<file path="src/rtl/ex_mem_reg.sv">
// EX/MEM pipeline register: captures ALU results and control, resolves conditional branches,
// drives a one-cycle fetch redirect, squashes the wrong-path slot and counts branches.
module ex_mem_reg #(
  parameter int DATA_W = 64,
  parameter int RD_W   = 5,
  parameter int PERF_W = 32
) (
  input  logic              clk,
  input  logic              reset,
  input  logic              stall,
  input  logic              flush,
  input  logic              ex_valid,
  input  logic [DATA_W-1:0] ex_alu_result,
  input  logic              ex_zero,
  input  logic              ex_gte_zero,
  input  logic [DATA_W-1:0] ex_write_data,
  input  logic [DATA_W-1:0] ex_branch_target,
  input  logic [2:0]        ex_funct3,
  input  logic              ex_branch,
  input  logic              ex_mem_read,
  input  logic              ex_mem_write,
  input  logic              ex_mem_to_reg,
  input  logic              ex_reg_write,
  input  logic [RD_W-1:0]   ex_rd,
  output logic              mem_valid,
  output logic [DATA_W-1:0] mem_alu_result,
  output logic [DATA_W-1:0] mem_write_data,
  output logic [RD_W-1:0]   mem_rd,
  output logic              mem_mem_read,
  output logic              mem_mem_write,
  output logic              mem_mem_to_reg,
  output logic              mem_reg_write,
  output logic [DATA_W-1:0] mem_branch_target,
  output logic              redirect,
  output logic [PERF_W-1:0] branch_count,
  output logic [PERF_W-1:0] taken_count
);

  logic              valid_q, valid_d;
  logic [DATA_W-1:0] alu_q, alu_d;
  logic [DATA_W-1:0] wdat_q, wdat_d;
  logic [DATA_W-1:0] tgt_q, tgt_d;
  logic [RD_W-1:0]   rd_q, rd_d;
  logic              mrd_q, mrd_d;
  logic              mwr_q, mwr_d;
  logic              m2r_q, m2r_d;
  logic              rwr_q, rwr_d;
  logic              taken_q, taken_d;
  logic [PERF_W-1:0] bcnt_q, bcnt_d;
  logic [PERF_W-1:0] tcnt_q, tcnt_d;

  logic taken;
  logic redirect_w;
  logic bubble;
  logic load_en;

  // The ALU computes a-b, so the flags stand in for the comparison; signed overflow is ignored.
  always_comb begin
    taken = 1'b0;
    if (ex_branch) begin
      case (ex_funct3)
        3'b000:  taken = ex_zero;
        3'b001:  taken = !ex_zero;
        3'b100:  taken = !ex_gte_zero;
        3'b101:  taken = ex_gte_zero;
        default: taken = 1'b0;
      endcase
    end
  end

  assign redirect_w = valid_q & taken_q;
  assign bubble     = flush | (!stall & redirect_w);
  assign load_en    = !flush & !stall & !redirect_w;

  always_comb begin
    valid_d = valid_q;
    alu_d   = alu_q;
    wdat_d  = wdat_q;
    tgt_d   = tgt_q;
    rd_d    = rd_q;
    mrd_d   = mrd_q;
    mwr_d   = mwr_q;
    m2r_d   = m2r_q;
    rwr_d   = rwr_q;
    taken_d = taken_q;
    bcnt_d  = bcnt_q;
    tcnt_d  = tcnt_q;
    if (bubble) begin
      valid_d = 1'b0;
      alu_d   = '0;
      wdat_d  = '0;
      tgt_d   = '0;
      rd_d    = '0;
      mrd_d   = 1'b0;
      mwr_d   = 1'b0;
      m2r_d   = 1'b0;
      rwr_d   = 1'b0;
      taken_d = 1'b0;
    end else if (load_en) begin
      // Control bits are qualified by valid so an empty slot never writes state downstream.
      valid_d = ex_valid;
      alu_d   = ex_alu_result;
      wdat_d  = ex_write_data;
      tgt_d   = ex_branch_target;
      rd_d    = ex_rd;
      mrd_d   = ex_mem_read   & ex_valid;
      mwr_d   = ex_mem_write  & ex_valid;
      m2r_d   = ex_mem_to_reg & ex_valid;
      rwr_d   = ex_reg_write  & ex_valid;
      taken_d = taken         & ex_valid;
      if (ex_valid && ex_branch) begin
        bcnt_d = bcnt_q + 1'b1;
        tcnt_d = tcnt_q + {{(PERF_W-1){1'b0}}, taken};
      end
    end
  end

  always_ff @(posedge clk) begin
    if (reset) begin
      valid_q <= 1'b0;
      alu_q   <= '0;
      wdat_q  <= '0;
      tgt_q   <= '0;
      rd_q    <= '0;
      mrd_q   <= 1'b0;
      mwr_q   <= 1'b0;
      m2r_q   <= 1'b0;
      rwr_q   <= 1'b0;
      taken_q <= 1'b0;
      bcnt_q  <= '0;
      tcnt_q  <= '0;
    end else begin
      valid_q <= valid_d;
      alu_q   <= alu_d;
      wdat_q  <= wdat_d;
      tgt_q   <= tgt_d;
      rd_q    <= rd_d;
      mrd_q   <= mrd_d;
      mwr_q   <= mwr_d;
      m2r_q   <= m2r_d;
      rwr_q   <= rwr_d;
      taken_q <= taken_d;
      bcnt_q  <= bcnt_d;
      tcnt_q  <= tcnt_d;
    end
  end

  assign mem_valid         = valid_q;
  assign mem_alu_result    = alu_q;
  assign mem_write_data    = wdat_q;
  assign mem_rd            = rd_q;
  assign mem_mem_read      = mrd_q;
  assign mem_mem_write     = mwr_q;
  assign mem_mem_to_reg    = m2r_q;
  assign mem_reg_write     = rwr_q;
  assign mem_branch_target = tgt_q;
  assign redirect          = redirect_w;
  assign branch_count      = bcnt_q;
  assign taken_count       = tcnt_q;

endmodule

</file>
<file path="config.mk">
export PLATFORM = sky130hd
export DESIGN_NAME = ex_mem_reg
export DESIGN_NICKNAME = d
export VERILOG_FILES = /design/src/rtl/ex_mem_reg.sv
export SDC_FILE = /design/constraint.sdc
export NUM_CORES = 1
export LEC_CHECK = 0
export ABC_AREA = 1
export CAP_MARGIN = 20
export CORE_AREA = 2 2 188 190
export CTS_BUF_LIST = sky130_fd_sc_hd__clkbuf_8
export DETAILED_ROUTE_END_ITERATION = 8
export DIE_AREA = 0 0 190 192
export MAX_ROUTING_LAYER = met4
export SLEW_MARGIN = 5
export SYNTH_ARGS = -nofsm -noshare
export SYNTH_HDL_FRONTEND = slang
export SYNTH_SLANG_ARGS = --single-unit
</file>
<file path="constraint.sdc">
create_clock -name clk -period 2.3 [get_ports clk]
set_input_delay 0.345 -clock clk [delete_from_list [all_inputs] [get_ports clk]]
set_output_delay 0.345 -clock clk [all_outputs]
set_load 0.01 [all_outputs]
</file>
==> out/qor.yml <==
outcome: "finished clean"
worst_setup_hold_path_clk_slew_ns: 0.06
final_weighted_congestion_in_routability_driven_placement: 0.901
dpl-instance-area_mm2: 0.0160
ys_seq_area_share_pct: 50.5
timing.critical_path.to_type: "output pin"
detailed_router_iteration_count_before_antenna_repair: 4
pwr-share-clk_pct: 44.8
dieHeight_um: 192
worstSetupPathType: "reg2out"
worstPathArrival_ns: 1.79
post-synth-top-area-fraction_pct: 50.5
die-area_mm2: 0.0365
grt_first_pass_wirelength_um: 58600
drtIter0Drc: 470
synth_cells: 1477
synthSimpleGateAreaFrac_pct: 30.6
timing.final.crit_share_pct: 92.9
internal-power_uw: 7920
final_net_count: 2169
grt_setup_unrepaired: "false"
cellLeakagePower_uw: 0.00621
clk_root_buffer_cell: "clkbuf_8"
hold_violations: 0
clock-skew-final_ns: 0.0158
synthTopCellsByArea: "dfxtp_1, nand2_1, a21oi_1"
max_slew.worst_pin.slew_ns: 0.509
arithmetic_cell_share_of_the_synthesized_area_counting_full_adders_half_adders_and_majority_gates_pct: 0.355
ys.warnings.count: 0
multi_input_area_mm2: 0.00463
maxClockFrequency_ghz: 0.468
htree_levels: 2
power.density_mw_per_mm2: 610
area.growth.synth_to_final_pct: 61.5
postSynthAreaPerCell_um2: 7.17
first_global_vias: 10500
synth.most_common_cell: "nand2_1"
core_mm2: 0.0343
die_w_um: 190
max_capacitance_violation_count: 0
post_synth_most_frequent_cells: "nand2_1, dfxtp_1, a21oi_1"
drive_above_1_share_pct: 6.58
final-seq-area_mm2: 0.00535
port-buffer-count: 478
post-synth-top-area-cell: "dfxtp_1"
antenna_found_initial: 0
synth-edff-count: 0
worst_setup_path_start_kind: "flip-flop"
critical_path_peak_fanout: 4
synth.lib_cells_used.distinct: 28
relSlewSlack_pct: 66.0
switching_share_pct: 24.1
detail_route.wl_per_cell_um: 16.1
dp_hpwl_um: 28700
grt_use_total_pct: 21.0
std_cell_rows: 68
grt_start_max_net_pins: 107
cts_tree: "built"
synthMuxAreaShare_pct: 0
final_max_slew_viol_count: 0
cts-root-to-sink-buffers: 3
synth_compound_gate_area_share_pct: 11.3
combinationalPowerShare_pct: 9.6
grt_overflow_total: 0
final_area_mm2: 0.0171
tritoncts.num_buffers: 48
share_of_the_synthesized_netlist_area_taken_by_xor_and_xnor_gates_pct: 0.827
routed_via_density: 4.58
drt-total-wl_um: 39400
syn-cell-area_mm2: 0.0106
report.final.setup_viol: 0
filler_cell_count: 3387
drt_drc_violations_left: 0
synthesized_net_count: 1692
share_seq_of_total_power_pct: 45.6
ctsHoldBuffers: 0
vias_after_detailed_routing: 11200
post-route-min-period_ns: 2.14
ant_nets: 0
place_inst: 2358
insertion_delay_ns: 0.59
required_time_reported_for_the_critical_path_endpoint_ns: 1.96
numClockSinks: 267
io_pins: 479
synthFlopType: "dfxtp_1"
synth_top_family_by_area: "simple AND/OR/NAND/NOR gates"
start_util_pct: 30.9
worstHoldPathType: "in2reg"
peak_supply_drop_mv: 0.348
fin_cells: 2448
synthArstFlopShare_pct: 0
postSynthRegisterBits: 267
net-switching-power_uw: 2510
layer usage:
layer  vias up  wire length (um)  GRT usage [%]
met3        79              3380           6.27
met5         -                 0              -
met4         0              1020           7.25
li1       5651                 -              -
met1      5087             15800           24.2
met2       404             19100           34.9
path summary, 6_finish.rpt:
kind                            from                 end  slack, ns  cells after the start
setup / recovery           mem_valid            redirect       0.16                      3
hold / removal     ex_write_data[30]  mem_write_data[30]       0.31                      3
setup reg to reg     branch_count[0]    branch_count[22]       0.49                      8
hold reg to reg   mem_alu_result[62]  mem_alu_result[62]       0.46                      2
cell families after synthesis:
| kind of cell | after synthesis |
|---|---|
| compound gates | 236 |
| xor+xnor | 10 |
| buf+inv | 170 |
| flops | 267 |
| simple gates | 791 |
| fa+ha+maj | 3 |
through the flow:
stage	setup slack (ns)	power, uW	utilization (%)	hold WS (ns)	TNS, ns
finish	0.163	10400	49.9	0.310	0
global route	0.0270	10900	49.8	0.297	0
CTS	0.0450	10600	49.6	0.264	0
detailed placement	-0.686	5850	46.6	0.451	-14.69
global placement	-0.647	5850	46.6	0.447	-12.57
floorplan	0.150	5190	-	0.457	0
cell type report:
| class | instances | area share [%] |
|---|---|---|
| sequential | 267 | 31.3 |
| timing repair buffer | 505 | 30.2 |
| multi-input combinational | 1040 | 27.1 |
| clock buffer | 69 | 5.56 |
| tap | 455 | 3.33 |
| inverter | 92 | 2.08 |
| clock inverter | 19 | 0.483 |
| antenna | 1 | 0.0146 |
power by group through the flow:
stage	Clock, uW	Combinational (uW)	Sequential, uW
2_1_floorplan	0	304	4880
3_3_place_gp	0	1000	4850
3_5_place_dp	0	1000	4850
4_1_cts	4820	1010	4750
5_1_grt	5030	1090	4760
6_report	4670	1000	4750
placed cells by master, fill, tap and decap left out, types with 8 or more instances in the layout:
cell type / n
nand2_1: 558
clkdlybuf4s50_1: 477
dfxtp_1: 267
a21oi_1: 218
nor2_1: 119
inv_1: 103
clkbuf_8: 69
nand3_1: 45
nand4_1: 22
nor3_1: 18
buf_4: 13
buf_12: 13
xnor2_1: 8
repair_timing:
action / in CTS / in global routing
buffers inserted: 0 / 1
setup endpoints to repair: 6 / 19
gates resized for setup: 1 / 15
gates cloned: 0 / 0
pin swaps: 0 / 4
worst max-delay path: stages (launching register included):
cell and delay [ns]:
dfxtp_1 0.37, nand2_2 0.18, inv_1 0.09, clkdlybuf4s50_1 0.57
Note: power is estimated with default switching activity, not from simulation.
